[src/rtl/muldiv_pkg.sv]
// muldiv_pkg: shared M-extension op encodings, FSM states and decode helpers.
// Used by the muldiv unit and the ID-stage decoder.
package muldiv_pkg;

   localparam logic [2:0] OP_MUL    = 3'd0;
   localparam logic [2:0] OP_MULH   = 3'd1;
   localparam logic [2:0] OP_MULHSU = 3'd2;
   localparam logic [2:0] OP_MULHU  = 3'd3;
   localparam logic [2:0] OP_DIV    = 3'd4;
   localparam logic [2:0] OP_DIVU   = 3'd5;
   localparam logic [2:0] OP_REM    = 3'd6;
   localparam logic [2:0] OP_REMU   = 3'd7;

   // one bit per funct3 value, bit index = op
   localparam logic [7:0] OP_IS_DIV   = 8'b1111_0000;
   localparam logic [7:0] OP_SIGNED_A = 8'b0101_0110;
   localparam logic [7:0] OP_SIGNED_B = 8'b0101_0010;

   typedef enum logic [1:0] {
      S_IDLE,
      S_CALC,
      S_FIX,
      S_DONE
   } state_t;

   function automatic logic op_is_div(input logic [2:0] op);
      return OP_IS_DIV[op];
   endfunction

   function automatic logic op_signed_a(input logic [2:0] op);
      return OP_SIGNED_A[op];
   endfunction

   function automatic logic op_signed_b(input logic [2:0] op);
      return OP_SIGNED_B[op];
   endfunction

endpackage

[src/rtl/muldiv_step.sv]
// muldiv_step: one combinational radix-2 step on the {hi,lo} register pair.
// Ports: i_div (divide step, only with MULDIV_DIV_EN), i_hi/i_lo (state), i_b (operand), o_hi/o_lo.
module muldiv_step #(
   parameter int XLEN = 32
) (
`ifdef MULDIV_DIV_EN
   input  logic            i_div,
`endif
   input  logic [XLEN-1:0] i_hi,
   input  logic [XLEN-1:0] i_lo,
   input  logic [XLEN-1:0] i_b,
   output logic [XLEN-1:0] o_hi,
   output logic [XLEN-1:0] o_lo
);

   logic [XLEN:0]   w_sum;
`ifdef MULDIV_DIV_EN
   logic [XLEN:0]   w_trial;
   logic [XLEN-1:0] w_diff;
`endif

   always_comb begin
      // multiply: add multiplicand when the low multiplier bit is set,
      // then shift {carry,hi,lo} right by one
      w_sum = {1'b0, i_hi} + (i_lo[0] ? {1'b0, i_b} : '0);
      o_hi  = w_sum[XLEN:1];
      o_lo  = {w_sum[0], i_lo[XLEN-1:1]};
`ifdef MULDIV_DIV_EN
      // divide: shift next dividend bit into the remainder, trial subtract;
      // remainder < divisor keeps the difference within XLEN bits
      w_trial = {i_hi, i_lo[XLEN-1]};
      w_diff  = w_trial[XLEN-1:0] - i_b;
      if (i_div) begin
         if (w_trial >= {1'b0, i_b}) begin
            o_hi = w_diff;
            o_lo = {i_lo[XLEN-2:0], 1'b1};
         end else begin
            o_hi = w_trial[XLEN-1:0];
            o_lo = {i_lo[XLEN-2:0], 1'b0};
         end
      end
`endif
   end

endmodule

[src/rtl/muldiv.sv]
// muldiv: iterative RV32M/RV64M multiply/divide unit, UNROLL steps per cycle.
// Ports: clock, reset (async active-low), start/op/rs1/rs2, flush -> busy, done, result, illegal.
// MULDIV_DIV_EN enables division; without it divide ops complete at once with illegal=1.
module muldiv
   import muldiv_pkg::*;
#(
   parameter int XLEN   = 32,
   parameter int UNROLL = 1
) (
   input  logic            clock,
   input  logic            reset,
   input  logic            start,
   input  logic [2:0]      op,
   input  logic [XLEN-1:0] rs1,
   input  logic [XLEN-1:0] rs2,
   input  logic            flush,
   output logic            busy,
   output logic            done,
   output logic [XLEN-1:0] result,
   output logic            illegal
);

   localparam int STEPS = XLEN / UNROLL;
   localparam int CNT_W = $clog2(STEPS);

   state_t            r_state;
   state_t            w_state_nxt;
   logic [CNT_W-1:0]  r_cnt;
   logic [2:0]        r_op;
   logic [XLEN-1:0]   r_hi;
   logic [XLEN-1:0]   r_lo;
   logic [XLEN-1:0]   r_b;
   logic              r_neg_q;
`ifdef MULDIV_DIV_EN
   logic              r_neg_r;
`endif
   logic [XLEN-1:0]   r_result;
   logic              r_illegal;

   logic              w_accept;
   logic              w_div;
   logic              w_a_neg;
   logic              w_b_neg;
   logic [XLEN-1:0]   w_a_mag;
   logic [XLEN-1:0]   w_b_mag;
   logic              w_fast;
   logic              w_fast_ill;
   logic [XLEN-1:0]   w_fast_res;
   logic [2*XLEN-1:0] w_prod;
   logic [XLEN-1:0]   w_fix_res;

   logic [XLEN-1:0]   w_hi [UNROLL+1];
   logic [XLEN-1:0]   w_lo [UNROLL+1];

   assign w_hi[0] = r_hi;
   assign w_lo[0] = r_lo;

   for (genvar k = 0; k < UNROLL; k++) begin : g_step
      muldiv_step #(.XLEN(XLEN)) u_step (
`ifdef MULDIV_DIV_EN
         .i_div (op_is_div(r_op)),
`endif
         .i_hi  (w_hi[k]),
         .i_lo  (w_lo[k]),
         .i_b   (r_b),
         .o_hi  (w_hi[k+1]),
         .o_lo  (w_lo[k+1])
      );
   end

   // operand decode and fast paths at accept time
   always_comb begin
      w_div      = op_is_div(op);
      w_a_neg    = op_signed_a(op) & rs1[XLEN-1];
      w_b_neg    = op_signed_b(op) & rs2[XLEN-1];
      w_a_mag    = w_a_neg ? -rs1 : rs1;
      w_b_mag    = w_b_neg ? -rs2 : rs2;
      w_fast     = 1'b0;
      w_fast_ill = 1'b0;
      w_fast_res = '0;
`ifdef MULDIV_DIV_EN
      // op[1] distinguishes REM/REMU from DIV/DIVU
      if (w_div && rs2 == '0) begin
         w_fast     = 1'b1;
         w_fast_res = op[1] ? rs1 : '1;
      end else if (w_div && op_signed_b(op) &&
                   rs1 == {1'b1, {(XLEN-1){1'b0}}} && rs2 == '1) begin
         w_fast     = 1'b1;
         w_fast_res = op[1] ? '0 : rs1;
      end
`else
      if (w_div) begin
         w_fast     = 1'b1;
         w_fast_ill = 1'b1;
      end
`endif
   end

   // sign fix-up and word select
   always_comb begin
      w_prod = {r_hi, r_lo};
      if (r_neg_q)
         w_prod = -w_prod;
      w_fix_res = (r_op == OP_MUL) ? w_prod[XLEN-1:0]
                                   : w_prod[2*XLEN-1:XLEN];
`ifdef MULDIV_DIV_EN
      if (op_is_div(r_op)) begin
         if (r_op[1])
            w_fix_res = r_neg_r ? -r_hi : r_hi;
         else
            w_fix_res = r_neg_q ? -r_lo : r_lo;
      end
`endif
   end

   always_comb begin
      w_state_nxt = r_state;
      w_accept    = start && !flush &&
                    (r_state == S_IDLE || r_state == S_DONE);
      unique case (r_state)
         S_IDLE, S_DONE: begin
            w_state_nxt = S_IDLE;
            if (w_accept)
               w_state_nxt = w_fast ? S_DONE : S_CALC;
         end
         S_CALC: if (r_cnt == '0) w_state_nxt = S_FIX;
         S_FIX:  w_state_nxt = S_DONE;
         default: w_state_nxt = S_IDLE;
      endcase
      if (flush)
         w_state_nxt = S_IDLE;
   end

   always_ff @(posedge clock or negedge reset) begin
      if (!reset) begin
         r_state   <= S_IDLE;
         r_cnt     <= '0;
         r_op      <= OP_MUL;
         r_hi      <= '0;
         r_lo      <= '0;
         r_b       <= '0;
         r_neg_q   <= 1'b0;
`ifdef MULDIV_DIV_EN
         r_neg_r   <= 1'b0;
`endif
         r_result  <= '0;
         r_illegal <= 1'b0;
      end else begin
         r_state <= w_state_nxt;
         if (w_accept) begin
            r_op    <= op;
            r_cnt   <= CNT_W'(STEPS - 1);
            r_hi    <= '0;
            r_lo    <= w_div ? w_a_mag : w_b_mag;
            r_b     <= w_div ? w_b_mag : w_a_mag;
            r_neg_q <= w_a_neg ^ w_b_neg;
`ifdef MULDIV_DIV_EN
            r_neg_r <= w_a_neg;
`endif
            if (w_fast) begin
               r_result  <= w_fast_res;
               r_illegal <= w_fast_ill;
            end
         end else if (r_state == S_CALC && !flush) begin
            r_hi  <= w_hi[UNROLL];
            r_lo  <= w_lo[UNROLL];
            r_cnt <= r_cnt - 1'b1;
         end else if (r_state == S_FIX && !flush) begin
            r_result  <= w_fix_res;
            r_illegal <= 1'b0;
         end
      end
   end

   assign busy    = (r_state == S_CALC) || (r_state == S_FIX);
   assign done    = (r_state == S_DONE);
   assign result  = r_result;
   assign illegal = done & r_illegal;

endmodule

[config.mk]
export PLATFORM = sky130hd
export DESIGN_NAME = muldiv
export DESIGN_NICKNAME = d
export VERILOG_FILES = /design/src/rtl/muldiv_pkg.sv /design/src/rtl/muldiv_step.sv /design/src/rtl/muldiv.sv
export SDC_FILE = /design/constraint.sdc
export NUM_CORES = 1
export LEC_CHECK = 0
export CAP_MARGIN = 0
export CORE_ASPECT_RATIO = 1.75
export CORE_MARGIN = 5
export CORE_UTILIZATION = 63
export DETAILED_ROUTE_END_ITERATION = 10
export PLACE_DENSITY_LB_ADDON = 0.15
export SKIP_LAST_GASP = 1
export SLEW_MARGIN = 20
export SYNTH_ARGS = -nofsm -noshare
export SYNTH_HDL_FRONTEND = slang
export SYNTH_SLANG_ARGS = --single-unit
[constraint.sdc]
create_clock -name clock -period 6.27 [get_ports clock]
set_input_delay 1.254 -clock clock [delete_from_list [all_inputs] [get_ports clock]]
set_output_delay 1.254 -clock clock [all_outputs]
set_load 0.1 [all_outputs]
# Yosys cells after proc, flatten, opt, wreduce, memory -nomap -nowiden
# Memory sizes are Yosys's and may differ from the RTL's.
# Index checks and enable logic that the tools add are counted.
dict set report totals {
  regBits 140
  latch_bits 0
  ram_bits 0
  romBits 24
  out_inout_bits 35
  wordCells 72
  memories 3
}
dict set report op_classes {
  addsub 5
  n_mul 0
  div 0
  n_lt_le_gt_ge 1
  eq_ne 6
  shifts 0
  n_mux 30
  n_bitwise 4
  reduce_logical 14
}
# name words word_bits rd rd_clocked_by_memory_dff write_ports line
set mem_list {}
lappend mem_list {{(name not given)} 8 1 1 0 0 muldiv_pkg.sv:35} ;# return OP_SIGNED_B[op];
lappend mem_list {{(name not given)} 8 1 1 0 0 muldiv_pkg.sv:31} ;# return OP_SIGNED_A[op];
lappend mem_list {{(name not given)} 8 1 1 0 0 muldiv_pkg.sv:27} ;# return OP_IS_DIV[op];
# operator n
set ops {}
lappend ops {{32-bit two-way mux} 14}
lappend ops {{64-bit two-way mux} 1}
lappend ops {{32-bit negation} 2}
lappend ops {{64-bit negation} 1}
lappend ops {{32-bit by 33-bit adder with 33-bit output} 1}
lappend ops {{5-bit two-way mux} 2}
lappend ops {{1-bit two-way mux} 8}
lappend ops {{2-bit two-way mux} 4}
lappend ops {{2-bit case mux with 3 select lines} 1}
lappend ops {{5-bit logical NOT} 1}
lappend ops {{5-bit by 1-bit subtractor with 5-bit output, second input constant} 1}
lappend ops {{2-bit == test, second input constant} 2}
lappend ops {{1-bit logical AND} 4}
lappend ops {{3-bit by 4-bit less-than comparator with 1-bit output, second input constant} 1}
lappend ops {{2-bit nonzero test} 2}
lappend ops {{1-bit bitwise AND} 3}
lappend ops {{3-bit logical NOT} 1}
lappend ops {{3-bit != test, second input constant} 1}
lappend ops {{3-bit AND reduction} 1}
lappend ops {{2-bit by 1-bit == test with 1-bit output, second input constant} 1}
lappend ops {{2-bit logical NOT} 1}
lappend ops {{1-bit logical OR} 2}
lappend ops {{2-bit by 1-bit != test with 1-bit output, second input constant} 1}
lappend ops {{2-bit != test, second input constant} 1}
lappend ops {{other kinds (3)} 3}

# Logic depth before layout (Yosys ltp)
dict set report depth {
  word_depth 7
  mapped_depth 15
}

# Cells and area by module
# A second synthesis with hierarchy kept.
dict set report unflattened {
  hier_cells 1431
  area_unflattened_um2 11723.7
}
# mod n_inst cells_each area_per_inst_um2 seq_area_each_um2
set by_module_without_submodules {}
lappend by_module_without_submodules {muldiv 1 1136 9536.6 3503.4}
lappend by_module_without_submodules {muldiv_step 1 295 2187.1 0.0}

# Worst setup path after synthesis
# Ideal clock, no wire load.
dict set report synth_timing {
  path_kind {input port to flip-flop}
  startpoint {in rs1[10]}
  endpoint {reg r_lo[25]}
  arrival_ns 3.387
  required_time_ns 6.133
  slack_ns 2.746
  cell_stages 9
  path_cell_list {or4_1 nor4_1 nand4b_1 or3_1 o41ai_1 xor2_1 nand2_1 o21ai_0 a21oi_1}
}
dict set report synth_between {
  elab_chain_len 4
}
# item line
set synth_lines {}
lappend synth_lines {{from (decl)} muldiv.sv:14} ;# input logic [XLEN-1:0] rs1,
lappend synth_lines {{32-bit negation} muldiv.sv:76} ;# w_a_mag = w_a_neg ? -rs1 : rs1;
lappend synth_lines {{32-bit two-way mux} muldiv.sv:76}
lappend synth_lines {{32-bit two-way mux} muldiv.sv:154} ;# r_lo <= w_div ? w_a_mag : w_b_mag;
lappend synth_lines {{32-bit two-way mux} muldiv.sv:150} ;# if (w_accept) begin
lappend synth_lines {{to (signal assigned)} muldiv.sv:154}
lappend synth_lines {{to (signal assigned)} muldiv.sv:166} ;# r_lo <= w_lo[UNROLL];
lappend synth_lines {{to (decl)} muldiv.sv:31} ;# logic [XLEN-1:0] r_lo;
# Every way passes these cells.
# A chain may end at the register's enable or synchronous reset.

# Final worst setup path
dict set report layout_timing {
  startpoint {in rs1[4]}
  endpoint {reg r_lo[25]}
}
# The elaborated chain is that of the path after synthesis.

==> impl_results.md <==
- Worst-path fanout max: 5
- Worst path slowest cell: or4_1
- Max Cap Viol: 0
- Crit. End Element: flip-flop
- Power per standard cell area: 480 nW/um2
- Die Y: 182 um
- Post-route cell area: 12,400 um2
- Syn Nets: 1,453
- Layout net count: 1,516
- Later-pin clock latency in the skew report: 0.43 ns
- Cell chain of the critical path: clkdlybuf4s50_1 -> or4_1 -> nor3_1 -> nand4b_1 -> or3_1 -> o41ai_1 -> xor2_1 -> nand2_1 -> o21ai_0 -> a21oi_1
- P_sw: 2.93 mW
- Final period demand of the worst path: 3.96 ns
- Ant. Diodes: 0
- Register bit total from synthesis: 140
- Leak: 5.17 nW
- Postcts setup bufs: 0
- Cts hold-fix bufs: 0
- Status: finished clean
- Area share of the largest cell type after synthesis: 32.9%
- Worst Max-Slew Pin Slew: 0.998 ns
- WP buf/inv: 1
- Final period utilization: 63.2%
- Setup violations, final: 0
- H-tree levels: 4
- Post-DRT Antenna Nets: 0
- # DRC: 0
- Cell family with the largest share of critical-path delay: simple AND/OR/NAND/NOR gates
- Initial antenna violation count: 0
- Slowest stage delay, CP: 0.60 ns
- Synth Warn #: 0
- Width of the die: 108 um
- Num rows: 63
- Dpl ws: 1.89 ns
- First-pass GRT wire length: 50,300 um
- Layout Area Growth over Synthesis: 16.4%
- Worst Hold Class: reg2reg
- Critical Path RT: 6.56 ns
- Root buf cell: clkbuf_16
- Hold Fails Final Rpt: 0
- Distinct cells, synth: 60
- Post-CTS Resized: 0
- Remaining Overflow, GRT: 0
- Worst hold margin: 0.478 ns
- Register area share after synthesis: 32.9%
- Fraction of registers with async set/reset: 100%
- Final Power: 5.95 mW
- Share of the core filled with cells: 73.9%
- Setup TNS: 0 ns
- Synth Flop Type: dfrtp_1
- P_int: 3.02 mW
- FILL cells: 1,353
- Cell Count, Final, Fillers Out: 1,643
- Worst Skew: 0.00852 ns
- Yosys top cell by area: dfrtp_1
- Number of global-route vias before repair: 10,100
- Routability congestion estimate: 0.998
- Final worst slack: 2.31 ns
- Dpl hpwl: 24,000 um
- WL final: 31,400 um
- Drt initial violations: 641
- Initial Util: 63.5%
- WS Path Type: in2reg
- Mean post-synth cell area: 7.96 um2
- Dpl cells: 1,611
- CTS tree: built
- Fraction of layout cells with a size suffix above 1: 4.52%
- Detailed-route via count: 10,400
- Total Routing Usage GR: 32.3%
- R2r setup slk: 2.52 ns
- CTS Buf Count: 17
- CTS Buffer Depth: 2
- I/O pin total: 106
- Clock share of power: 16.8%
- Clk slew on worst S/H paths: 0.06 ns
- Switching Fraction: 49.3%
- Max Slew Vio Count: 0
- Sequential Power Share: 29.1%
- Vias/cell: 6.32
- Sink Count: 140
- Drt wl/cell: 19.1 um
- Pin count of the biggest net entering global routing: 97
- Die Area: 19,700 um2
- Top cells by area, synth: dfrtp_1 (33%), o21ai_0 (6.7%), nand2_1 (6.7%)
- Area post-placement: 11,800 um2
- Number of synthesized flops with an enable pin: 0
- RSZ-0062 raised after global routing: false
- Comb power frac: 54.1%
- VDD IR max: 0.000285 V
- Synthesized area: 10,700 um2
- Slew headroom: 33.3%
- Port bufs: 105
- Core area: 16,800 um2
- Data arrival time of the worst path: 4.25 ns
- DRT Pass-1 Iters: 6
- FMAX: 252 MHz
- Worst Setup Start Kind: input pin
- Post-Syn Instances: 1,340
==> flip-flops by register name (all words and copies together), names as in the netlist, 2 cells and up <==
register,count
r_op,3
r_state,2
r_lo,32
r_hi,32
result,32
r_cnt,5
r_b,32
==> synth_stat cells, types with 10 or more instances <==
library cell	n
a21o_1	15
a31oi_1	16
o211ai_1	12
o221ai_1	11
and2_1	36
o21ai_0	143
nand2_1	189
o31ai_1	26
nand2b_1	15
o41ai_1	10
ha_1	41
nor2_1	102
a21oi_1	100
or4_1	12
dfrtp_1	140
nand4_1	10
mux2i_1	10
nor3_1	27
inv_1	27
a221oi_1	10
nor4_1	18
clkbuf_1	70
o22ai_1	16
nand3_1	26
xor2_1	66
a22oi_1	27
a211oi_1	15
xnor2_1	78
==> power by group through the flow <==
stage,Sequential (mW),Clock (mW),Combinational [mW]
final,1.73,0.999,3.22
after detailed placement,1.73,0,3.18
after floorplan,2.13,0,1.90
after global routing,1.78,1.03,3.51
after CTS,1.71,0.994,3.20
after global placement,1.71,0,3.12
==> worst reg2reg max path, cell delays in order, from the launching register on <==
cell and delay, ns:
dfrtp_1 0.32, buf_4 0.32, and2_1 0.19, ha_1 0.22, inv_1 0.08, fa_1 0.38, nand2b_1 0.19, a21oi_1 0.21
o211ai_1 0.16, a211o_1 0.34, o31ai_1 0.55, a31o_2 0.27, a221oi_1 0.10, nand4b_1 0.19, a31oi_1 0.13
==> layer usage <==
metal  up-vias  GRT usage, %  share of wire [%]
met5         -             0                  0
met4         0          19.7                5.9
met3       100          3.89                6.2
met2       399          54.6                 50
met1      4938          38.8                 38
li1       4952             -                  -
==> layout by cell type (no fill, tap or decap), types with 17 or more instances in the layout <==
cell type | Yosys | final
nor2_1 | 102 | 100
a21oi_1 | 100 | 100
xor2_1 | 66 | 66
o21ai_0 | 143 | 143
nor3_1 | 27 | 26
nand3_1 | 26 | 26
nor4_1 | 18 | 18
a22oi_1 | 27 | 27
ha_1 | 41 | 41
dfrtp_1 | 140 | 139
nand2_1 | 189 | 189
and2_1 | 36 | 36
xnor2_1 | 78 | 78
clkbuf_16 | 0 | 17
clkdlybuf4s50_1 | 0 | 103
inv_1 | 27 | 27
o31ai_1 | 26 | 26
==> layout make-up <==
type / instances / area, um2 / share of cell area [%]
Tap cell: 227 / 284 / 2.29
Inverter: 27 / 101 / 0.817
Clock buffer: 23 / 448 / 3.61
Sequential cell: 140 / 3500 / 28.3
Timing Repair Buffer: 121 / 1170 / 9.41
Multi-Input combinational cell: 1096 / 6780 / 54.7
Clock inverter: 9 / 120 / 0.968
==> worst paths after layout <==
kind,start,endpoint,depth (start not counted)
setup / recovery,rs1[4],r_lo[25],10
hold / removal,r_b[15],r_b[15],2
setup reg to reg,r_lo[0],r_hi[31],14
hold reg to reg,r_b[15],r_b[15],2
max in group asynchronous,reset,r_neg_q,2
min in group asynchronous,reset,result[28],1
==> kinds of logic (layout without fill, tap and decap cells) <==
logic type / count (synthesis) / count (layout) / synth area share [%]
adders and majority gates: 42 / 42 / 5.00
and+or+nand+nor: 477 / 477 / 21.1
xor gates and xnor gates: 144 / 144 / 11.8
DFF: 140 / 140 / 32.9
AOI/OAI and AO/OA: 422 / 422 / 24.5
muxes: 11 / 11 / 1.04
buffers and inverters: 104 / 180 / 3.67
(Power assumes the default switching activity.)
